`src/rtl/lc3_mem_addr_seq_pkg.sv`:
```
// Shared opcodes, ADDR2MUX encodings and FSM state type for the LC-3 memory-class sequencer.
package lc3_seq_pkg;

  localparam logic [3:0] OP_LD  = 4'b0010;
  localparam logic [3:0] OP_LDI = 4'b1010;
  localparam logic [3:0] OP_LDR = 4'b0110;
  localparam logic [3:0] OP_LEA = 4'b1110;
  localparam logic [3:0] OP_ST  = 4'b0011;
  localparam logic [3:0] OP_STI = 4'b1011;
  localparam logic [3:0] OP_STR = 4'b0111;

  localparam logic [1:0] A2_ZERO  = 2'b00;
  localparam logic [1:0] A2_OFF6  = 2'b01;
  localparam logic [1:0] A2_OFF9  = 2'b10;
  localparam logic [1:0] A2_OFF11 = 2'b11;

  typedef enum logic [2:0] {
    IDLE  = 3'd0,
    CALC  = 3'd1,
    READ  = 3'd2,
    IND   = 3'd3,
    WRITE = 3'd4,
    WB    = 3'd5,
    DONE  = 3'd6
  } state_t;

endpackage

```
`src/rtl/lc3_mem_addr_seq_decode.sv`:
```
// Combinational opcode classifier for memory-class LC-3 instructions.
module lc3_mem_decode
  import lc3_seq_pkg::*;
(
  input  logic [3:0] opcode,
  output logic       is_mem,
  output logic       is_load,
  output logic       is_indirect,
  output logic       use_base,
  output logic [1:0] addr2_sel
);

  // Classify the opcode; anything unlisted is illegal for this block.
  always_comb begin
    is_mem      = 1'b0;
    is_load     = 1'b0;
    is_indirect = 1'b0;
    use_base    = 1'b0;
    addr2_sel   = A2_ZERO;
    case (opcode)
      OP_LD:  begin is_mem = 1'b1; is_load = 1'b1; addr2_sel = A2_OFF9; end
      OP_LDI: begin is_mem = 1'b1; is_load = 1'b1; is_indirect = 1'b1; addr2_sel = A2_OFF9; end
      OP_LDR: begin is_mem = 1'b1; is_load = 1'b1; use_base = 1'b1; addr2_sel = A2_OFF6; end
      OP_LEA: begin is_mem = 1'b1; addr2_sel = A2_OFF9; end
      OP_ST:  begin is_mem = 1'b1; addr2_sel = A2_OFF9; end
      OP_STI: begin is_mem = 1'b1; is_indirect = 1'b1; addr2_sel = A2_OFF9; end
      OP_STR: begin is_mem = 1'b1; use_base = 1'b1; addr2_sel = A2_OFF6; end
      default: begin is_mem = 1'b0; end
    endcase
  end

endmodule

```
`src/rtl/lc3_mem_addr_seq.sv`:
```
// LC-3 effective-address / memory-access sequencer for LD, LDI, LDR, LEA, ST, STI, STR.
// Optional macro MEM_TIMEOUT_EN aborts a READ/WRITE after TIMEOUT_CYCLES cycles without mem_ready.
module lc3_mem_addr_seq
  import lc3_seq_pkg::*;
#(
  parameter int TIMEOUT_CYCLES = 255
) (
  input  logic        Clk,
  input  logic        Reset_n,
  input  logic        start,
  input  logic [15:0] IR,
  input  logic [15:0] ADDR,
  input  logic [15:0] SR_data,
  input  logic [15:0] mem_rdata,
  input  logic        mem_ready,
  output logic        ADDR1MUX,
  output logic [1:0]  ADDR2MUX,
  output logic [2:0]  base_sel,
  output logic [2:0]  sr_sel,
  output logic [15:0] mem_addr,
  output logic [15:0] mem_wdata,
  output logic        mem_rd,
  output logic        mem_wr,
  output logic        rf_we,
  output logic [2:0]  rf_dr,
  output logic [15:0] rf_wdata,
  output logic        busy,
  output logic        done,
  output logic        err
);

`ifdef MEM_TIMEOUT_EN
  localparam bit TO_EN = 1'b1;
`else
  localparam bit TO_EN = 1'b0;
`endif
  localparam int CW = ($clog2(TIMEOUT_CYCLES + 1) > 8) ? $clog2(TIMEOUT_CYCLES + 1) : 8;

  state_t      state_r, next_s;
  logic [15:6] ir_r;
  logic [15:0] mar_r, mdr_r;
  logic        err_r, ind_r;
  logic [CW-1:0] cnt_r;
  logic [3:0]  op_s;
  logic        is_mem_s, is_load_s, is_ind_s, use_base_s, timeout_s;
  logic [1:0]  addr2_s;
  logic        unused_ir_s;

  assign unused_ir_s = ^IR[5:0];

  // In IDLE the incoming IR decides legality; afterwards the latched copy drives everything.
  assign op_s = (state_r == IDLE) ? IR[15:12] : ir_r[15:12];

  lc3_mem_decode u_decode (
    .opcode      (op_s),
    .is_mem      (is_mem_s),
    .is_load     (is_load_s),
    .is_indirect (is_ind_s),
    .use_base    (use_base_s),
    .addr2_sel   (addr2_s)
  );

  assign timeout_s = TO_EN && (cnt_r == CW'(TIMEOUT_CYCLES - 1));

  // State register.
  always_ff @(posedge Clk) begin
    if (!Reset_n) state_r <= IDLE;
    else          state_r <= next_s;
  end

  // Next-state logic.
  always_comb begin
    next_s = state_r;
    case (state_r)
      IDLE: begin
        if (start) next_s = is_mem_s ? CALC : DONE;
        else       next_s = IDLE;
      end
      CALC: begin
        if (ir_r[15:12] == OP_LEA)   next_s = WB;
        else if (is_load_s || is_ind_s) next_s = READ;
        else                         next_s = WRITE;
      end
      READ: begin
        if (mem_ready)      next_s = (is_ind_s && !ind_r) ? IND : WB;
        else if (timeout_s) next_s = DONE;
        else                next_s = READ;
      end
      IND:   next_s = is_load_s ? READ : WRITE;
      WRITE: begin
        if (mem_ready || timeout_s) next_s = DONE;
        else                        next_s = WRITE;
      end
      WB:      next_s = DONE;
      DONE:    next_s = IDLE;
      default: next_s = IDLE;
    endcase
  end

  // Moore outputs decoded from the state register.
  always_comb begin
    ADDR1MUX = 1'b0;
    ADDR2MUX = A2_ZERO;
    mem_rd   = 1'b0;
    mem_wr   = 1'b0;
    rf_we    = 1'b0;
    done     = 1'b0;
    err      = 1'b0;
    case (state_r)
      CALC:    begin ADDR1MUX = use_base_s; ADDR2MUX = addr2_s; end
      READ:    mem_rd = 1'b1;
      WRITE:   mem_wr = 1'b1;
      WB:      rf_we  = 1'b1;
      DONE:    begin done = 1'b1; err = err_r; end
      default: mem_rd = 1'b0;
    endcase
  end

  // Instruction, MAR/MDR and status registers.
  always_ff @(posedge Clk) begin
    if (!Reset_n) begin
      ir_r  <= 10'd0;
      mar_r <= 16'd0;
      mdr_r <= 16'd0;
      err_r <= 1'b0;
      ind_r <= 1'b0;
    end else begin
      case (state_r)
        IDLE: begin
          if (start) begin
            ir_r  <= IR[15:6];
            ind_r <= 1'b0;
            err_r <= !is_mem_s;
          end
        end
        CALC: begin
          mar_r <= ADDR;
          if (ir_r[15:12] == OP_LEA)          mdr_r <= ADDR;
          else if (!is_load_s && !is_ind_s)   mdr_r <= SR_data;
        end
        READ: begin
          if (mem_ready)      mdr_r <= mem_rdata;
          else if (timeout_s) err_r <= 1'b1;
        end
        IND: begin
          mar_r <= mdr_r;
          ind_r <= 1'b1;
          if (!is_load_s) mdr_r <= SR_data;
        end
        WRITE: begin
          if (!mem_ready && timeout_s) err_r <= 1'b1;
        end
        default: ind_r <= ind_r;
      endcase
    end
  end

  // Wait-cycle counter, cleared whenever not stalled in an access.
  always_ff @(posedge Clk) begin
    if (!Reset_n)
      cnt_r <= '0;
    else if ((state_r == READ || state_r == WRITE) && !mem_ready)
      cnt_r <= cnt_r + CW'(1);
    else
      cnt_r <= '0;
  end

  assign base_sel  = ir_r[8:6];
  assign sr_sel    = ir_r[11:9];
  assign rf_dr     = ir_r[11:9];
  assign mem_addr  = mar_r;
  assign mem_wdata = mdr_r;
  assign rf_wdata  = mdr_r;
  assign busy      = (state_r != IDLE);

endmodule

```
`config.mk`:
```
export PLATFORM = sky130hd
export DESIGN_NAME = lc3_mem_addr_seq
export DESIGN_NICKNAME = d
export VERILOG_FILES = /design/src/rtl/lc3_mem_addr_seq_pkg.sv /design/src/rtl/lc3_mem_addr_seq_decode.sv /design/src/rtl/lc3_mem_addr_seq.sv
export SDC_FILE = /design/constraint.sdc
export NUM_CORES = 1
export LEC_CHECK = 0
export CORE_MARGIN = 2
export CORE_UTILIZATION = 41
export CTS_BUF_LIST = sky130_fd_sc_hd__clkbuf_4 sky130_fd_sc_hd__clkbuf_8
export DETAILED_ROUTE_END_ITERATION = 10
export PLACE_DENSITY = 0.93
export RECOVER_POWER = 50
export SKIP_CTS_REPAIR_TIMING = 1
export SLEW_MARGIN = 20
export SYNTH_ARGS = -nofsm -noshare
export SYNTH_HDL_FRONTEND = slang
export SYNTH_SLANG_ARGS = --single-unit
```
`constraint.sdc`:
```
create_clock -name Clk -period 2.7 [get_ports Clk]
set_clock_uncertainty 0.1 [all_clocks]
set_input_delay 0.675 -clock Clk [delete_from_list [all_inputs] [get_ports Clk]]
set_output_delay 0.675 -clock Clk [all_outputs]
set_load 0.1 [all_outputs]
```
==> flow_metrics.env, run 1 <==
export IMPL_clk_pin_slew_worst_paths_ns=0.09
export IMPL_place_congestion=0.866
export IMPL_clkLatencyLatePin_ns=0.30
export IMPL_syn_area_um2=2580
export IMPL_pwr_share_clk=0.131
export IMPL_areaGrowthSynthToFinish_pct=40.5
export IMPL_post_place_ws_ns=0.182
export IMPL_final_cell_area_um2=3620
export IMPL_synth_fp_nets=366
export IMPL_clock_tree_htree_level_count=2
export IMPL_cts_path_max_buffers=2
export IMPL_global_route_overflow_total=0
export IMPL_filler_cell_count=543
export IMPL_final_min_period_over_clock_period=0.950
export IMPL_placement_rows=28
export IMPL_fp_dieW_um=83.3
export IMPL_grt_use_total=0.214
export IMPL_proportion_of_layout_cells_with_a_drive_suffix_above_1=0.160
export IMPL_cp_end_kind="primary output"
export IMPL_worstPathRequired_ns=1.92
export IMPL_drt_iter0_markers=91
export IMPL_seq_area_um2=941
export IMPL_worstHoldStart="ir_r[6]"
export IMPL_design_internal_power_w=0.00167
export IMPL_yosys_most_used_dff="sky130_fd_sc_hd__dfxtp_1"
export IMPL_cts_made_buffers=5
export IMPL_sequentialPowerShare=0.244
export IMPL_yosys_register_bits=47
export IMPL_worstMarginPinSlew_ns=1.23
export IMPL_clk_root_buffer_cell="sky130_fd_sc_hd__clkbuf_8"
export IMPL_antenna_cell_count=0
export IMPL_r2r_start="state_r[0]"
export IMPL_grt_pass1_wl_um=12300
export IMPL_maxSlewViolCount=0
export IMPL_maxCapViolCount=0
export IMPL_worst_r2r_setup_slack_ns=0.24
export IMPL_post_layout_total_power_w=0.00396
export IMPL_grt_max_degree=36
export IMPL_layout_cells_most_common_list="sky130_fd_sc_hd__clkdlybuf4s50_1 (60), sky130_fd_sc_hd__dfxtp_1 (47), sky130_fd_sc_hd__a21oi_1 (46), sky130_fd_sc_hd__clkbuf_1 (43)"
export IMPL_max_freq_ghz=0.390
export IMPL_ant_nets=0
export IMPL_min_path_type="flop to flop"
export IMPL_core_region_area_um2=5990
export IMPL_viasPerCell=5.46
export IMPL_clock_tree_from_tritoncts="done"
export IMPL_data_arrival_time_at_the_worst_slack_endpoint_ns=1.79
export IMPL_yosysUniqueCellTypes=37
export IMPL_power_net_switching_w=0.00229
export IMPL_crit_fanout=12
export IMPL_place_detailed_hpwl_um=5480
export IMPL_worst_setup_path_type="flop to primary output"
export IMPL_synth_seq_area_share=0.365
export IMPL_postSynthCellCount=298
export IMPL_die_height_um=83.3
export IMPL_number_of_synthesized_flops_with_an_enable_pin=0
export IMPL_totalWireLength_um=7290
export IMPL_finalNetCount=461
export IMPL_layout_commonest_cell="sky130_fd_sc_hd__clkdlybuf4s50_1"
export IMPL_drtPass1Iterations=4
export IMPL_final_cell_count_no_fill=469
export IMPL_post_dr_wirelength_cell_um=15.6
export IMPL_port_buffers=127
export IMPL_setup_viol=0
export IMPL_async_reset_ff_frac=0
export IMPL_vdd_drop_max_mv=0.636
export IMPL_unrepaired_setup_endpoints_after_global_routing="false"
export IMPL_route_vias_total=2559
export IMPL_ff2ff_path_depth=5
export IMPL_start_util=0.430
export IMPL_grt_antenna_before_repair=0
export IMPL_detail_route_drc_violations=0
export IMPL_ys_warnings_count=0
export IMPL_first_global_vias=2549
export IMPL_slowest_stage="sky130_fd_sc_hd__dfxtp_1"
export IMPL_synthesis_area_per_instance_um2=8.65
export IMPL_path_cells="buf_4, nand2_1, nor2_4, and2_4, buf_12"
export IMPL_power_switching_share=0.579
export IMPL_layout_setup_ws_ns=0.134
export IMPL_cts_sink_count=47
export IMPL_critical_path_startpoint_type="flop"
export IMPL_pwr_density_cell_nw_per_um2=1090
export IMPL_final_period_minus_worst_setup_slack_ns=2.57
export IMPL_worstHoldPathCells=2
export IMPL_fp_dieArea_um2=6940
export IMPL_post_place_cells=461
export IMPL_critical_path_max_stage_delay_ns=0.55
export IMPL_power_share_combinational=0.624
export IMPL_leakagePower_nw=1.34
export IMPL_place_area_um2=3670
export IMPL_multiInputGateArea_um2=1320
export IMPL_worst_r2r_endpoint="mem_wdata[15]"
export IMPL_status="complete, no violations"
export IMPL_layout_core_utilization=0.605
export IMPL_finalHoldViolCount=0
export IMPL_max_slew_margin_rel=0.182
export IMPL_design_portCount=134
export IMPL_worstHoldEndpoint="ir_r[6]"
## power groups by stage
stage	clock (W)	combinational [W]	sequential, W
3_3_place_gp	0	0.00255	0.000974
6_report	0.000520	0.00247	0.000968
5_1_grt	0.000555	0.00258	0.000990
4_1_cts	0.000526	0.00258	0.000968
2_1_floorplan	0	0.00148	0.00160
3_5_place_dp	0	0.00258	0.000982
## area by class of cell
type,instances,share of cell area
clock buffers,5,0.0190
clock inverters,3,0.0121
inverters,4,0.00415
multi-input cells,196,0.363
flip-flops and latches,47,0.260
well taps,75,0.0259
repair buffers,139,0.316
## stage by stage
| step | TNS, ns | hold slack, ns |
|---|---|---|
| after detailed placement | 0 | 0.353 |
| after global routing | 0 | 0.381 |
| final | 0 | 0.363 |
| after CTS | 0 | 0.367 |
| after floorplan | -0.191 | 0.337 |
| after global placement | 0 | 0.346 |
## how the worst max path moves through the flow
stage / from / end / slack, ns / cells after the start
after global placement: IR[15] / mem_wdata[0] / 0.21 / 6
after detailed placement: IR[15] / mem_wdata[2] / 0.18 / 6
after floorplan: state_r[2] / ADDR2MUX[1] / -0.1 / 3
after global routing: state_r[0] / mem_wdata[2] / 0.03 / 6
final: state_r[1] / err / 0.13 / 5
after CTS: state_r[0] / ADDR1MUX / 0.15 / 4
## registers in the layout, summed over array words and instances, names as in the netlist
name	cells
mem_addr	16
mem_wdata	16
ir_r	10
state_r	3
err_r	1
ind_r	1
## cell usage after synthesis (2+ instances only)
library cell	n	area, um^2
sky130_fd_sc_hd__a211oi_2	10	125
sky130_fd_sc_hd__a31oi_1	3	18.8
sky130_fd_sc_hd__buf_6	5	56.3
sky130_fd_sc_hd__nand2b_1	3	18.8
sky130_fd_sc_hd__nor2_2	2	12.5
sky130_fd_sc_hd__inv_1	3	11.3
sky130_fd_sc_hd__buf_4	27	203
sky130_fd_sc_hd__a22o_1	17	149
sky130_fd_sc_hd__dfxtp_1	47	941
sky130_fd_sc_hd__a21oi_1	46	230
sky130_fd_sc_hd__and2_1	2	12.5
sky130_fd_sc_hd__a22oi_1	2	15.0
sky130_fd_sc_hd__clkbuf_1	14	52.6
sky130_fd_sc_hd__buf_2	4	20.0
sky130_fd_sc_hd__nor2_1	26	97.6
sky130_fd_sc_hd__nand2_1	24	90.1
sky130_fd_sc_hd__o21ai_0	3	15.0
sky130_fd_sc_hd__mux2i_1	19	190
sky130_fd_sc_hd__nor3_1	2	10.0
sky130_fd_sc_hd__a211oi_1	22	165
## worst max-delay path: cells and delay by family (launching register included)
| kind | cells | cell delay (ns) |
|---|---|---|
| buffers and inverters | 2 | 0.46 |
| flip-flops | 1 | 0.55 |
| AND/OR/NAND/NOR | 3 | 0.48 |
## per-layer routing
metal	vias up	global-route usage	wire, um	part of all wire
met4	0	0.0760	194	0.027
met3	15	0.0487	411	0.056
li1	1239	-	-	-
met1	1199	0.248	3000	0.41
met2	106	0.383	3690	0.51
met5	-	0	0	0
## cell families after synthesis
kind of cell,share of synthesized area
DFF,0.365
buffers and inverters,0.136
and+or+nand+nor,0.128
AOI/OAI and AO/OA,0.297
muxes,0.0737
(Power assumes the default switching activity.)
==> run 2, diff against run 1 <==
--- a/config.mk
+++ b/config.mk
@@ -9,6 +9,8 @@
 export CORE_UTILIZATION = 41
 export CTS_BUF_LIST = sky130_fd_sc_hd__clkbuf_4 sky130_fd_sc_hd__clkbuf_8
 export DETAILED_ROUTE_END_ITERATION = 10
+export GPL_ROUTABILITY_DRIVEN = 0
+export MAX_ROUTING_LAYER = met4
 export PLACE_DENSITY = 0.93
 export RECOVER_POWER = 50
 export SKIP_CTS_REPAIR_TIMING = 1
==> run 2 against run 1 <==
Sequential cell count unchanged; largest cell class unchanged; sequential share of layout area unchanged; sequential power about the same; routed wire length decreased by 0.14%; design area unchanged; global-route usage increased by 0.65 points; register-to-register slack about the same; clock power about the same; power about the same; critical path depth unchanged.
==> flow_metrics.env, run 2 (synthesis gave the netlist of run 1 again) <==
export IMPL_place_area_um2=3670
export IMPL_data_arrival_time_at_the_worst_slack_endpoint_ns=1.77
export IMPL_critical_path_max_stage_delay_ns=0.53
export IMPL_layout_cells_most_common_list="sky130_fd_sc_hd__clkdlybuf4s50_1 (60), sky130_fd_sc_hd__dfxtp_1 (47), sky130_fd_sc_hd__a21oi_1 (46), sky130_fd_sc_hd__clkbuf_1 (43)"
export IMPL_port_buffers=127
export IMPL_start_util=0.430
export IMPL_placement_rows=28
export IMPL_maxCapViolCount=0
export IMPL_core_region_area_um2=5990
export IMPL_sequentialPowerShare=0.244
export IMPL_maxSlewViolCount=0
export IMPL_drtPass1Iterations=4
export IMPL_status="complete, no violations"
export IMPL_cts_made_buffers=5
export IMPL_min_path_type="flop to flop"
export IMPL_max_freq_ghz=0.393
export IMPL_clk_pin_slew_worst_paths_ns=0.09
export IMPL_path_cells="buf_4, nand2_1, nor2_4, and2_4, buf_12"
export IMPL_power_share_combinational=0.625
export IMPL_antenna_cell_count=0
export IMPL_pwr_share_clk=0.131
export IMPL_route_vias_total=2578
export IMPL_cts_sink_count=47
export IMPL_fp_dieArea_um2=6940
export IMPL_final_cell_area_um2=3620
export IMPL_cp_end_kind="primary output"
export IMPL_post_dr_wirelength_cell_um=15.5
export IMPL_worstMarginPinSlew_ns=1.23
export IMPL_power_net_switching_w=0.00229
export IMPL_worst_setup_path_type="flop to primary output"
export IMPL_die_height_um=83.3
export IMPL_design_portCount=134
export IMPL_fin_setup_tns_ns=0
export IMPL_grt_use_total=0.221
export IMPL_grt_max_degree=36
export IMPL_clk_root_buffer_cell="sky130_fd_sc_hd__clkbuf_8"
export IMPL_viasPerCell=5.50
export IMPL_finalNetCount=461
export IMPL_drt_iter0_markers=91
export IMPL_global_route_overflow_total=0
export IMPL_clock_tree_from_tritoncts="done"
export IMPL_unrepaired_setup_endpoints_after_global_routing="false"
export IMPL_ant_nets=0
export IMPL_power_switching_share=0.579
export IMPL_leakagePower_nw=1.34
export IMPL_grt_pass1_wl_um=12200
export IMPL_design_internal_power_w=0.00167
export IMPL_proportion_of_layout_cells_with_a_drive_suffix_above_1=0.160
export IMPL_slowest_stage="sky130_fd_sc_hd__dfxtp_1"
export IMPL_crit_fanout=12
export IMPL_clock_tree_htree_level_count=2
export IMPL_pwr_density_cell_nw_per_um2=1090
export IMPL_place_detailed_hpwl_um=5480
export IMPL_detail_route_drc_violations=0
export IMPL_worstPathRequired_ns=1.92
export IMPL_fp_dieW_um=83.3
export IMPL_layout_commonest_cell="sky130_fd_sc_hd__clkdlybuf4s50_1"
export IMPL_cts_path_max_buffers=2
export IMPL_totalWireLength_um=7280
export IMPL_critical_path_startpoint_type="flop"
export IMPL_final_min_period_over_clock_period=0.943
export IMPL_final_period_minus_worst_setup_slack_ns=2.55
export IMPL_setup_viol=0
export IMPL_clkLatencyLatePin_ns=0.30
export IMPL_grt_antenna_before_repair=0
export IMPL_max_slew_margin_rel=0.186
export IMPL_finalHoldViolCount=0
export IMPL_first_global_vias=2557
export IMPL_vdd_drop_max_mv=0.636
export IMPL_areaGrowthSynthToFinish_pct=40.5
[run 2: power by group through the flow]
stage,clock network [W],logic [W],registers (W)
after floorplan,0,0.00148,0.00160
after CTS,0.000526,0.00258,0.000968
after detailed placement,0,0.00258,0.000982
after global placement,0,0.00255,0.000974
after global routing,0.000556,0.00258,0.000990
final,0.000518,0.00247,0.000967
[run 2: cell type report]
cell class,instances,area (um^2)
flip-flops and latches,47,941
well taps,75,93.8
fillers,543,2370
inverters,4,15.0
clock buffers,5,68.8
repair buffers,139,1140
multi-input cells,196,1320
clock inverters,3,43.8
[run 2: through the flow]
stage                      util  instances  power, W  setup WS (ns)  hold slack [ns]
final                     0.605        469   0.00396          0.155            0.363
after global routing      0.605        469   0.00412         0.0285            0.381
after detailed placement  0.613        461   0.00356          0.182            0.353
after floorplan               -        298   0.00308        -0.0952            0.337
after global placement    0.613        461   0.00352          0.212            0.346
after CTS                 0.632        469   0.00408          0.154            0.367
[run 2: layer usage]
metal  track usage  part of all wire
met5             -                 0
met3        0.0487             0.057
met4        0.0760             0.027
met2         0.383              0.52
met1         0.250              0.40
[run 2: critical path: cells and delay by family, from the launching register on]
kind                   cells  cell delay (ns)
flip-flops                 1             0.53
AND/OR/NAND/NOR            3             0.48
buffers and inverters      2             0.46
[run 2: worst paths after layout]
| check | from | to | slack (ns) | depth (start not counted) |
|---|---|---|---|---|
| max | state_r[1] | err | 0.15 | 5 |
| min reg2reg | ir_r[6] | ir_r[6] | 0.36 | 2 |
| max reg2reg | state_r[0] | mem_wdata[15] | 0.25 | 5 |
| min | ir_r[6] | ir_r[6] | 0.36 | 2 |
